<file path="src/rtl/leaf_seq_collector_if.sv">
// Leaf result ingress and ASCII character egress handshakes of the sequence collector.
interface leaf_seq_collector_if;
    logic        in_valid;
    logic        in_ready;
    logic [31:0] in_seq;
    logic [2:0]  in_leaf_id;
    logic        out_valid;
    logic        out_ready;
    logic [7:0]  out_char;
    logic [2:0]  out_leaf_id;
    logic        out_last;

    modport slave (
        input  in_valid, in_seq, in_leaf_id, out_ready,
        output in_ready, out_valid, out_char, out_leaf_id, out_last
    );

    modport master (
        output in_valid, in_seq, in_leaf_id, out_ready,
        input  in_ready, out_valid, out_char, out_leaf_id, out_last
    );
endinterface

</file>
<file path="src/rtl/leaf_seq_collector.sv">
// Buffers 32-bit leaf results in a FIFO and serialises each as 16 ASCII nucleotides.
// Latency: push into an empty FIFO gives the first char two edges later; stalls hold the char stable.
module leaf_seq_collector #(
    parameter int DEPTH = 8,
    parameter int CNT_W = 16
) (
    input  logic                     clk,
    input  logic                     reset,
    leaf_seq_collector_if.slave      bus,
    output logic [$clog2(DEPTH):0]   fifo_level,
    output logic                     overflow,
    output logic [CNT_W-1:0]         char_count,
    output logic [CNT_W-1:0]         leaf_count
);
    localparam int PW = $clog2(DEPTH);
    localparam int LW = PW + 1;

    typedef struct packed {
        logic [2:0]  id;
        logic [31:0] seq;
    } entry_t;

    typedef enum logic [1:0] {IDLE, LOAD, SEND} state_t;

    entry_t          mem [DEPTH];
    logic [PW-1:0]   wr_ptr;
    logic [PW-1:0]   rd_ptr;
    state_t          state;
    state_t          state_nxt;
    logic [31:0]     sreg;
    logic [2:0]      leaf_id;
    logic [3:0]      nib_idx;
    logic            push;
    logic            pop;
    logic            accept;
    logic            fifo_empty;

    assign fifo_empty      = (fifo_level == '0);
    assign bus.in_ready    = (fifo_level != LW'(DEPTH));
    assign push            = bus.in_valid & bus.in_ready;
    assign bus.out_valid   = (state == SEND);
    assign accept          = bus.out_valid & bus.out_ready;
    assign bus.out_leaf_id = leaf_id;
    assign bus.out_last    = (nib_idx == 4'd15) & bus.out_valid;

    always_comb begin
        bus.out_char = 8'h00;
        if (bus.out_valid) begin
            case (sreg[1:0])
                2'b00:   bus.out_char = 8'h41;
                2'b01:   bus.out_char = 8'h43;
                2'b10:   bus.out_char = 8'h47;
                default: bus.out_char = 8'h54;
            endcase
        end
    end

    // Finishing a leaf with more queued pops straight into SEND so leaves abut.
    always_comb begin
        state_nxt = state;
        pop       = 1'b0;
        case (state)
            IDLE: begin
                if (!fifo_empty) begin
                    pop       = 1'b1;
                    state_nxt = LOAD;
                end
            end
            LOAD: state_nxt = SEND;
            SEND: begin
                if (accept && nib_idx == 4'd15) begin
                    if (!fifo_empty) pop = 1'b1;
                    else             state_nxt = IDLE;
                end
            end
            default: state_nxt = IDLE;
        endcase
    end

    always_ff @(posedge clk) begin
        if (push) mem[wr_ptr] <= '{id: bus.in_leaf_id, seq: bus.in_seq};
    end

    always_ff @(posedge clk or negedge reset) begin
        if (!reset) begin
            state      <= IDLE;
            wr_ptr     <= '0;
            rd_ptr     <= '0;
            fifo_level <= '0;
            overflow   <= 1'b0;
            sreg       <= '0;
            leaf_id    <= '0;
            nib_idx    <= '0;
            char_count <= '0;
            leaf_count <= '0;
        end else begin
            state <= state_nxt;
            if (push) wr_ptr <= wr_ptr + PW'(1);
            if (pop)  rd_ptr <= rd_ptr + PW'(1);
            fifo_level <= fifo_level + LW'(push) - LW'(pop);
            if (bus.in_valid && !bus.in_ready) overflow <= 1'b1;
            if (pop) begin
                sreg    <= mem[rd_ptr].seq;
                leaf_id <= mem[rd_ptr].id;
                nib_idx <= '0;
            end else if (accept) begin
                sreg    <= {2'b00, sreg[31:2]};
                nib_idx <= nib_idx + 4'd1;
            end
            if (accept) char_count <= char_count + CNT_W'(1);
            if (accept && nib_idx == 4'd15) leaf_count <= leaf_count + CNT_W'(1);
        end
    end
endmodule

</file>
<file path="src/flat_wrapper.sv">
// flat-port wrapper written by rule: the top's interface ports become plain ports
module leaf_seq_collector_flat 
#(
    parameter int DEPTH = 8,
    parameter int CNT_W = 16
)
  (clk, reset, fifo_level, overflow, char_count, leaf_count, bus_in_valid, bus_in_seq, bus_in_leaf_id, bus_out_ready, bus_in_ready, bus_out_valid, bus_out_char, bus_out_leaf_id, bus_out_last);
  leaf_seq_collector_if bus_i ();
  input  logic clk;
  input  logic reset;
  output logic [$clog2(DEPTH):0] fifo_level;
  output logic overflow;
  output logic [CNT_W-1:0] char_count;
  output logic [CNT_W-1:0] leaf_count;
  input wire logic [$bits(bus_i.in_valid)-1:0] bus_in_valid;
  input wire logic [$bits(bus_i.in_seq)-1:0] bus_in_seq;
  input wire logic [$bits(bus_i.in_leaf_id)-1:0] bus_in_leaf_id;
  input wire logic [$bits(bus_i.out_ready)-1:0] bus_out_ready;
  output wire logic [$bits(bus_i.in_ready)-1:0] bus_in_ready;
  output wire logic [$bits(bus_i.out_valid)-1:0] bus_out_valid;
  output wire logic [$bits(bus_i.out_char)-1:0] bus_out_char;
  output wire logic [$bits(bus_i.out_leaf_id)-1:0] bus_out_leaf_id;
  output wire logic [$bits(bus_i.out_last)-1:0] bus_out_last;
  assign bus_i.in_valid = bus_in_valid;
  assign bus_i.in_seq = bus_in_seq;
  assign bus_i.in_leaf_id = bus_in_leaf_id;
  assign bus_i.out_ready = bus_out_ready;
  assign bus_in_ready = bus_i.in_ready;
  assign bus_out_valid = bus_i.out_valid;
  assign bus_out_char = bus_i.out_char;
  assign bus_out_leaf_id = bus_i.out_leaf_id;
  assign bus_out_last = bus_i.out_last;
  leaf_seq_collector #(.DEPTH(DEPTH), .CNT_W(CNT_W)) u_core (.clk(clk), .reset(reset), .bus(bus_i), .fifo_level(fifo_level), .overflow(overflow), .char_count(char_count), .leaf_count(leaf_count));
endmodule
</file>
<file path="config.mk">
export PLATFORM = sky130hd
export DESIGN_NAME = leaf_seq_collector_flat
export DESIGN_NICKNAME = d
export VERILOG_FILES = /design/src/rtl/leaf_seq_collector_if.sv /design/src/rtl/leaf_seq_collector.sv /design/src/flat_wrapper.sv
export SDC_FILE = /design/constraint.sdc
export NUM_CORES = 1
export LEC_CHECK = 0
export BUFFER_PORTS_ARGS = -buffer_cell sky130_fd_sc_hd__buf_2
export CAP_MARGIN = 15
export CORE_ASPECT_RATIO = 0.75
export CORE_MARGIN = 2
export CORE_UTILIZATION = 40
export CTS_BUF_LIST = sky130_fd_sc_hd__clkbuf_4
export DETAILED_ROUTE_END_ITERATION = 12
export PLACE_DENSITY = 0.53
export SLEW_MARGIN = 25
export SYNTH_ARGS = -nofsm -noshare
export SYNTH_HDL_FRONTEND = slang
export SYNTH_SLANG_ARGS = --single-unit
</file>
<file path="constraint.sdc">
create_clock -name clk -period 7.9 [get_ports clk]
set_clock_uncertainty 0.2 [all_clocks]
set_input_delay 0.395 -clock clk [delete_from_list [all_inputs] [get_ports clk]]
set_output_delay 0.395 -clock clk [all_outputs]
set_load 0.1 [all_outputs]
</file>
Word-level counts from Yosys, hierarchy flattened
Memory sizes are Yosys's and may differ from the RTL's.
Cells that the tools add are included.
- register bits after elaboration: 84
- bits in writable memories: 280
- input port bits: 39
- output and inout port bits: 51
- word-level logic and storage cells: 53
- memories: 1
- memories (memory ; depth ; bits a word ; rd ports ; clocked after Yosys merged registers in ; write ports ; RTL line ; text):
    u_core.mem ; 8 ; 35 ; 1 ; 0 ; 1 ; leaf_seq_collector.sv:25 ; entry_t mem [DEPTH];
- add/subtract/negate cells: 7
- equality and inequality tests: 9
- muxes and demuxes: 15
- bitwise operators: 3
- reduce and logical (&&, ||, !) cells: 8
- operators by type and width (kind ; number):
    $mux 32 ; 2
    $add 16x1->16 const B ; 2
    $pmux 5 s3 ; 1
    $mux 4 ; 2
    $mux 7 ; 1
    $add 3x1->3 const B ; 2
    $mux 2 ; 3
    $ne 2x2->1 const B ; 3
    $pmux 2 s3 ; 1
    $add 4x1->4 ; 1
    $add 4x1->4 const B ; 1
    $eq 2x1->1 const B ; 2
    $eq 2x2->1 const B ; 2
    $eq 4x4->1 const B ; 1
    $logic_not 2->1 ; 2
    $logic_not 4->1 ; 1
    $mux 1 ; 4
    $ne 4x4->1 const B ; 1
    $sub 4x1->4 ; 1
    $and 1x1->1 ; 3
    $reduce_and 3->1 ; 1
    $logic_and 1x1->1 ; 2
    $pmux 1 s2 ; 1
    $reduce_bool 2->1 ; 1
    $logic_not 1->1 ; 1

Longest topological paths before layout
Gate-level depths: netlist of run 1.
- depth in word-level cells: 6
- depth in mapped cells: 11
- mapped depth without buffers: 10

Worst setup path after synthesis of run 1
No wires, ideal clock.
- kind: reg-to-reg
- start: register u_core.fifo_level[2]
- end: memory u_core.mem[0][0] (netlist bit), enable pin
- library setup time: 471 ps
- arrival time: 5096 ps
- required time: 7229 ps
- path slack: 2134 ps
- cell stages (with the launch flop): 8
- buffers on the path: 1
- period minus slack after synthesis: 5766 ps
- cells stage by stage: dfrtp_1 -> inv_1 -> ha_1 -> or3b_1 -> and2_1 -> clkbuf_1 -> nand2b_1 -> nor3_1
- longest elaborated chain between the ends: 4
- ends and longest elaborated chain (element ; RTL line ; text):
    from (decl) ; leaf_seq_collector.sv:10 ; output logic [$clog2(DEPTH):0] fifo_level,
    from (signal assigned) ; leaf_seq_collector.sv:100 ; fifo_level <= fifo_level + LW'(push) - LW'(pop);
    $ne 4x4->1 ; leaf_seq_collector.sv:39 ; assign bus.in_ready = (fifo_level != LW'(DEPTH));
    via bus_in_ready ; flat_wrapper.sv:19 ; output wire logic [$bits(bus_i.in_ready)-1:0] bus_in_ready;
    $and 1x1->1 ; leaf_seq_collector.sv:40 ; assign push = bus.in_valid & bus.in_ready;
    via u_core.push ; leaf_seq_collector.sv:33 ; logic push;
    $mux 1 ; leaf_seq_collector.sv:81 ; if (push) mem[wr_ptr] <= '{id: bus.in_leaf_id, seq: bus.in_seq};
    $mux 1 (not written as such) ; leaf_seq_collector.sv:81 ;
    to (decl) ; leaf_seq_collector.sv:25 ;
The timed path passes the listed nets, and every way through them passes these cells.

Worst setup path after layout of run 1
- start: register u_core.rd_ptr[0]
- end: register u_core.leaf_id[2] (netlist: u_core.bus.out_leaf_id[2]), read port of u_core.mem
- longest elaborated chain between the ends: 1
- ends and longest elaborated chain (element ; RTL line ; text):
    from (decl) ; leaf_seq_collector.sv:27 ; logic [PW-1:0] rd_ptr;
    from (signal assigned) ; leaf_seq_collector.sv:99 ; if (pop) rd_ptr <= rd_ptr + PW'(1);
    $mem_v2 8x35 ; -- ;
    to (decl) ; leaf_seq_collector.sv:31 ; logic [2:0] leaf_id;
No other way between the ends.
A chain may end at the register's enable or synchronous reset.

==> qor.txt, run 1 <==
Vias in the first global route -> 7900
CP delay by family, top -> multiplexers
Area of the multi-input gates -> 0.00380 mm²
CTS Buf Count -> 90
Buf+Inv Stages, Crit Path -> 1
Final #Nets -> 1027
Avg Vias per Cell -> 4.96
Cell Area, Synth -> 0.0145 mm²
I/O Pins -> 90
Max FO, Critical Path -> 45
WS Path Type -> flop to flop
Run status -> complete, no violations
Final hold viol count -> 0
Clk Latency, worst-skew pair -> 770 ps
Antenna violations before repair -> 2
GRT Total Usage -> 16.6%
Pre-CTS WS -> 4770 ps
Hold Crit Class -> primary input to flop
CTS tree -> built
Synthesized area per cell -> 18.7 µm²
Unrepaired setup endpoints after global routing -> false
Clk sinks -> 364
Fraction of layout cells with a size suffix above 1 -> 36.3%
Yosys warning total -> 0
Critical Path RT -> 8310 ps
Routability Congestion -> 0.714
Yosys reg bits -> 364
IO buf count -> 86
Drt total wl -> 30000 µm
Die width -> 224 µm
Sequential area share after synthesis -> 72.4%
WL/cell -> 19.8 µm
GRT Residual Overflow -> 0
Slowest stage cell, crit path -> buf_4
Drt pass-1 iters -> 5
Initial Utilization -> 40.5%
Post-route DRC -> 0
Final Slew Violations -> 0
Postcts setup bufs -> 0
Largest net degree at the start of global routing -> 50
Fin worst setup slack -> 4860 ps
Worst path max stage delay -> 840 ps
H-tree lvl count -> 3
Core ar. -> 0.0358 mm²
Worst-margin pin slew -> 936 ps
Worst rel slew slack -> 37.6%
Power per cell area -> 369 mW/mm²
WP data arrival -> 3450 ps
Final HPWL DP -> 15600 µm
Final setup fails -> 0
Routed Antenna Nets -> 0
Die Height -> 169 µm
Tcrit/Tclk final -> 38.5%
Crit. End Element -> flop
First-pass GRT wire length -> 46900 µm
Hold_ws -> 222 ps
Max_cap viols -> 0
Max clock buf depth -> 3
Core Rows -> 60
Fillers -> 3112
Final core occ -> 47.8%
Register Area -> 0.0105 mm²
P_leak -> 6.49 nW
Synth-to-Final Area Change -> 18.0%
F_max -> 329 MHz
CTS root buf -> clkbuf_4
Setup_tns -> 0 ps
Die area -> 0.0379 mm²
1st-iter DRT viols -> 482
DR vias -> 7525
Cell variety after synth -> 42
Clk pin slew, worst setup/hold paths -> 70 ps
Worst VDD drop -> 310 µV
Tmin final -> 3040 ps
Synth Instances -> 778
CP startpoint kind -> flop
CP cell instances -> buf_4 -> mux4_2 -> mux2i_1 -> a21oi_1
-- report_power, final --
group / total (mW) / switching [mW] / internal (mW) / leakage [nW]
registers: 2.70 / 0.255 / 2.45 / 3.61
logic: 2.00 / 1.20 / 0.793 / 2.16
clock network: 1.61 / 0.737 / 0.877 / 0.732
-- synthesized netlist by cell type --
library cell,instances,share of area [%]
a41o_1,1,0.069
dfrtp_1,84,14
nor4_1,1,0.043
or3b_1,1,0.060
mux2_2,33,2.6
nand2_1,56,1.4
inv_1,12,0.31
nor4_4,1,0.15
and3b_1,1,0.060
conb_1,1,0.026
buf_4,4,0.21
nand4b_2,1,0.10
nor3_2,3,0.21
and2_1,2,0.086
nor3b_1,1,0.052
or3_4,1,0.078
ha_1,13,1.1
mux2_1,2,0.16
mux4_2,70,11
nor2_1,21,0.54
nand3_1,11,0.38
nand4_1,9,0.39
a211oi_2,1,0.086
nand2b_1,3,0.13
o21ai_1,32,1.1
o21ai_0,1,0.034
nor3_1,6,0.21
and4_1,3,0.18
and3_1,3,0.13
nor4_2,3,0.26
edfxtp_1,280,58
a21o_1,2,0.10
or2_1,1,0.043
mux2i_1,33,2.3
xnor2_1,20,1.2
fa_1,1,0.14
xor2_1,19,1.1
a21oi_1,5,0.17
buf_6,8,0.62
clkbuf_1,15,0.39
nand3b_2,1,0.078
buf_2,12,0.41
-- final timing paths --
path                                  startpoint                        end  slack (ps)  cells after the start
hold reg to reg            u_core.char_count[15]      u_core.char_count[15]         260                      1
max in group asynchronous                  reset  u_core.bus.out_leaf_id[2]        6340                      4
setup reg to reg                u_core.rd_ptr[0]  u_core.bus.out_leaf_id[2]        4860                      4
setup / recovery                u_core.rd_ptr[0]  u_core.bus.out_leaf_id[2]        4860                      4
hold / removal                    bus_in_seq[19]          u_core.mem[0][19]         220                      2
min in group asynchronous                  reset             u_core.sreg[8]         530                      4
-- stage by stage --
step	instances	total power, mW	area, µm²
final	1518	6.32	17100
after global routing	1517	6.70	17100
after CTS	1514	6.44	17100
after detailed placement	1307	4.77	15500
after global placement	1307	4.75	15500
after floorplan	780	4.27	14500
-- worst register-to-register path, cell delays in order (launching register included) --
cell and delay [ps]:
dfrtp_4 820, buf_4 840, mux4_2 620, mux2i_1 270
a21oi_1 130
-- cell usage in the layout (no fill, tap or decap), drive strengths merged, types with 2 or more instances in the layout --
cell type      n
nand4          9
mux4          70
buf          102
nor4           5
nand3         11
diode          4
inv           15
nand2         56
clkbuf       148
nor3           9
edfxtp       280
o21ai         33
and4           3
a21o           2
and3           3
mux2          35
conb           3
a21oi          5
dfrtp         84
dlygate4sd3   39
and2           2
ha            13
xnor2         20
xor2          19
nand2b         3
nor2          21
mux2i         33
clkinv        14
-- metal layers --
layer  vias up  GRT usage (%)  share of wire, %
li1       3483              -                 -
met5         -              0                 0
met3        48           4.48               4.9
met1      3830           24.7                49
met4         0           5.19               1.9
met2       164           23.7                44
-- cells by family after synthesis --
group / synth area share [%]
compound gates: 1.57
other cells: 0.0258
simple gates: 4.62
mux: 15.8
fa+ha+maj: 1.26
buf+inv: 1.94
flops: 72.4
xor+xnor: 2.35
-- layout make-up --
class,instances,share of cell area (%)
repair buffers,141,5.62
well taps,465,3.40
clock inverters,19,0.599
multi-input cells,365,22.2
flip-flops and latches,364,61.4
inverters,12,0.263
diodes,4,0.0584
clock buffers,148,6.49
-- what timing repair did --
| action | 4_1_cts | 5_1_grt |
|---|---|---|
| resized for setup | 0 | 0 |
| setup endpoints to repair | 0 | 0 |
| hold buffers | 40 | 0 |
| hold endpoints to repair | 346 | 0 |
-- registers in the layout, indices dropped and copies added (netlist names) --
register / flops
u_core.bus.out_leaf_id: 3
u_core.char_count: 16
u_core.fifo_level: 4
u_core.leaf_count: 16
u_core.mem: 280
u_core.nib_idx: 4
u_core.overflow: 1
u_core.rd_ptr: 3
u_core.sreg: 32
u_core.state: 2
u_core.wr_ptr: 3
Power figures use the tool's default switching activity.
==> run 2: changes to the inputs <==
- ABC_AREA: not set -> 1
- PLACE_DENSITY: 0.53 -> 0.55
- clock period: 7.9 -> 2.55 ns (I/O delays scaled with it)
==> qor.txt, run 2 <==
Most frequent cell after synthesis -> nand2_1 (was edfxtp_1)
1st-iter DRT viols -> 685 (was 482)
CTS tree -> built (unchanged)
Sequential area share after synthesis -> 68.1% (was 72.4%)
Postcts setup bufs -> 0 (unchanged)
Die area -> 0.0402 mm² (was 0.0379 mm²)
Post-route DRC -> 0 (unchanged)
Largest net degree at the start of global routing -> 101 (was 50)
Max clock buf depth -> 3 (unchanged)
Hold Crit Class -> primary input to flop (unchanged)
IO buf count -> 86 (unchanged)
CTS Buf Count -> 92 (was 90)
F_max -> 419 MHz (was 329 MHz)
Worst path max stage delay -> 420 ps (was 840 ps)
Critical Path RT -> 2990 ps (was 8310 ps)
Yosys reg bits -> 364 (unchanged)
Final HPWL DP -> 20400 µm (was 15600 µm)
Die Height -> 174 µm (was 169 µm)
GRT Total Usage -> 19.0% (was 16.6%)
CP startpoint kind -> flop (unchanged)
Fillers -> 3454 (was 3112)
Final setup fails -> 0 (unchanged)
Crit. End Element -> flop (unchanged)
XOR/XNOR Fraction of Synth Area -> 1.25% (was 2.35%)
Most frequent cells in the layout -> 283 x nand2_1, 280 x edfxtp_1, 160 x nor2_1 (was 280 x edfxtp_1, 148 x clkbuf_4, 85 x buf_2)
Min-delay src -> bus_out_ready (was bus_in_seq[19])
Final #Nets -> 1710 (was 1027)
H-tree lvl count -> 3 (unchanged)
Clk pin slew, worst setup/hold paths -> 70 ps (about the same)
Max_cap viols -> 0 (unchanged)
P_leak -> 7.74 nW (was 6.49 nW)
Synth area leaders -> edfxtp_1 54%, dfrtp_1 14%, nand2_1 7.0%, nand3_1 4.2%, o21ai_0 4.2% (was edfxtp_1 58%, dfrtp_1 14%, mux4_2 11%, mux2_2 2.6%, mux2i_1 2.3%)
Initial Utilization -> 40.5% (about the same)
Power per cell area -> 1140 mW/mm² (was 369 mW/mm²)
Yosys warning total -> 0 (unchanged)
Final hold viol count -> 0 (unchanged)
Max FFs per register -> 280 (unchanged)
Cell variety after synth -> 31 (was 42)
Synth-to-Final Area Change -> 21.7% (was 18.0%)
GRT Residual Overflow -> 0 (unchanged)
Cell Area, Synth -> 0.0154 mm² (was 0.0145 mm²)
Avg Vias per Cell -> 4.81 (was 4.96)
Simple-gate share of the synthesized area -> 16.6% (was 4.62%)
Synthesized area per cell -> 10.7 µm² (was 18.7 µm²)
Worst-margin pin slew -> 642 ps (was 936 ps)
I/O Pins -> 90 (unchanged)
Mux contribution to synthesized area -> 0% (was 15.8%)
First-pass GRT wire length -> 58900 µm (was 46900 µm)
Slowest stage cell, crit path -> dfrtp_1 (was buf_4)
Most instantiated cells after synthesis -> 286 x nand2_1, 280 x edfxtp_1, 170 x nor2_1, 150 x inv_1, 131 x nand3_1 (was 280 x edfxtp_1, 84 x dfrtp_1, 70 x mux4_2, 56 x nand2_1)
Worst VDD drop -> 652 µV (was 310 µV)
Dominant cell type by area after synthesis -> edfxtp_1 (unchanged)
CTS root buf -> clkbuf_4 (unchanged)
Die width -> 231 µm (was 224 µm)
Biggest register -> u_core.mem (unchanged)
Clk Latency, worst-skew pair -> 790 ps (was 770 ps)
WP data arrival -> 2830 ps (was 3450 ps)
Drt total wl -> 37200 µm (was 30000 µm)
Final Slew Violations -> 0 (unchanged)
Post-synth EDFFs -> 280 (unchanged)
Post-synth top area share -> 54.4% (was 57.9%)
Cell area after layout -> 0.0188 mm² (was 0.0171 mm²)
Fraction of layout cells with a size suffix above 1 -> 18.3% (was 36.3%)
DR vias -> 10800 (was 7525)
Antenna violations before repair -> 3 (was 2)
Tcrit/Tclk final -> 93.7% (was 38.5%)
Placed inst area -> 0.0168 mm² (was 0.0155 mm²)
Commonest non-fill, non-tap cell in the layout -> nand2_1 (was edfxtp_1)
Async SR Flop Fraction -> 23.1% (unchanged)
CP cell instances -> ha_1 -> nand3_1 -> nor2_8 -> nand2_4 -> nand2_4 -> ha_4 -> inv_2 -> ha_4 -> fa_2 -> xor2_1 (was buf_4 -> mux4_2 -> mux2i_1 -> a21oi_1)
Core ar. -> 0.0382 mm² (was 0.0358 mm²)
Largest registers -> u_core.mem x280, u_core.sreg x32 (unchanged)
Clk sinks -> 364 (unchanged)
Synth Instances -> 1438 (was 778)
WL/cell -> 16.6 µm (was 19.8 µm)
Core Rows -> 62 (was 60)
Run status -> complete, no violations (unchanged)
Routability Congestion -> 0.805 (was 0.714)
Adder-cell share of the synthesized area -> 1.18% (was 1.26%)
Vias in the first global route -> 10500 (was 7900)
Max FO, Critical Path -> 4 (was 45)
Drt pass-1 iters -> 5 (unchanged)
Worst rel slew slack -> 57.2% (was 37.6%)
Routed Antenna Nets -> 0 (unchanged)
Main synth FF type -> edfxtp_1 (unchanged)
Total Power -> 21.4 mW (was 6.32 mW)
WS Path Type -> flop to flop (unchanged)
Tmin final -> 2390 ps (was 3040 ps)
Largest family of logic cells by synthesized area -> simple AND/OR/NAND/NOR gates (was multiplexers)
Critical Path Source -> u_core.nib_idx[0] (was u_core.rd_ptr[0])
Synth Area in Compound Gates -> 7.02% (was 1.57%)
Worst R2R Start -> u_core.nib_idx[0] (was u_core.rd_ptr[0])
Unrepaired setup endpoints after global routing -> false (unchanged)
run 2: cell types whose count changed in the layout (fill, tap and decap cells not counted), moves of 14 or more:
| cell | delta |
|---|---|
| o21ai_1 | -32 |
| nor2_1 | +145 |
| nand2_1 | +227 |
| a21oi_1 | +31 |
| xnor2_1 | -14 |
| buf_12 | +15 |
| nand3_1 | +120 |
| mux2i_1 | -33 |
| mux4_2 | -70 |
| dlygate4sd3_1 | +37 |
| inv_1 | +134 |
| mux2_2 | -33 |
| o21ai_0 | +129 |
| o211ai_1 | +31 |
run 2: kinds of logic (layout without fill, tap and decap cells):
logic type / Yosys count / after routing
flops: 364 / 364
xor+xnor: 22 / 22
buf+inv: 225 / 511
compound gates: 200 / 200
other cells: 1 / 6
simple gates: 612 / 612
fa+ha+maj: 14 / 14
run 2: stage by stage:
stage | setup slack, ps | setup TNS (ps) | instances | hold slack (ps) | util [%]
2_1_floorplan | -208 | -1140 | 1440 | -368 | -
3_3_place_gp | 229 | 0 | 1998 | -22.9 | 44.0
3_5_place_dp | 184 | 0 | 1998 | -18.5 | 44.0
4_1_cts | 42.6 | 0 | 2238 | 149 | 49.2
5_1_grt | 5.03 | 0 | 2241 | 211 | 49.2
6_report | 162 | 0 | 2241 | 255 | 49.2
run 2: worst max-delay path, delay by kind of cell (launching register included):
family	cells	cell delay, ps
and+or+nand+nor	4	480
DFF	1	420
buffers and inverters	1	30
xor gates and xnor gates	1	170
adders and majority gates	4	990
run 2: timing repair:
action / CTS / global route
gates resized for setup: 1 / 5
setup endpoints to repair: 1 / 4
hold buffers: 77 / 0
endpoints found under the hold margin: 711 / 0
pin swaps: 0 / 0
run 2: area by class of cell:
type                    instances  area, µm²  area share (%)
multi-input cells             851       4180            22.2
clock inverters                14       86.3           0.459
flip-flops and latches        364      10500            56.0
inverters                     153        577            3.07
diodes                          3       7.51          0.0399
clock buffers                 149       1120            5.95
repair buffers                195       1660            8.85
well taps                     512        641            3.41
run 2: layer usage:
layer  up-vias  track usage (%)  part of all wire [%]
met5         -                0                 0.035
li1       5338                -                     -
met1      5120             27.9                    49
met3        62             4.79                   5.5
met2       265             27.4                    44
met4         2             6.13                   1.8
run 2: report_power, final:
part           internal [mW]  leakage [nW]  total, mW  switching, mW
Combinational           2.38          3.44       8.28           5.89
Sequential              7.61          3.57       8.12          0.507
Clock                   2.72         0.731       5.02           2.30
run 2: path summary, 6_finish.rpt:
path | end | slack, ps | cells after the start
setup reg to reg | u_core.fifo_level[2] | 160 | 10
max in group asynchronous | u_core.wr_ptr[1] | 1570 | 4
min in group asynchronous | u_core.leaf_count[1] | 280 | 4
hold / removal | u_core.leaf_count[1] | 260 | 7
hold reg to reg | u_core.overflow | 270 | 1
setup / recovery | u_core.fifo_level[2] | 160 | 10
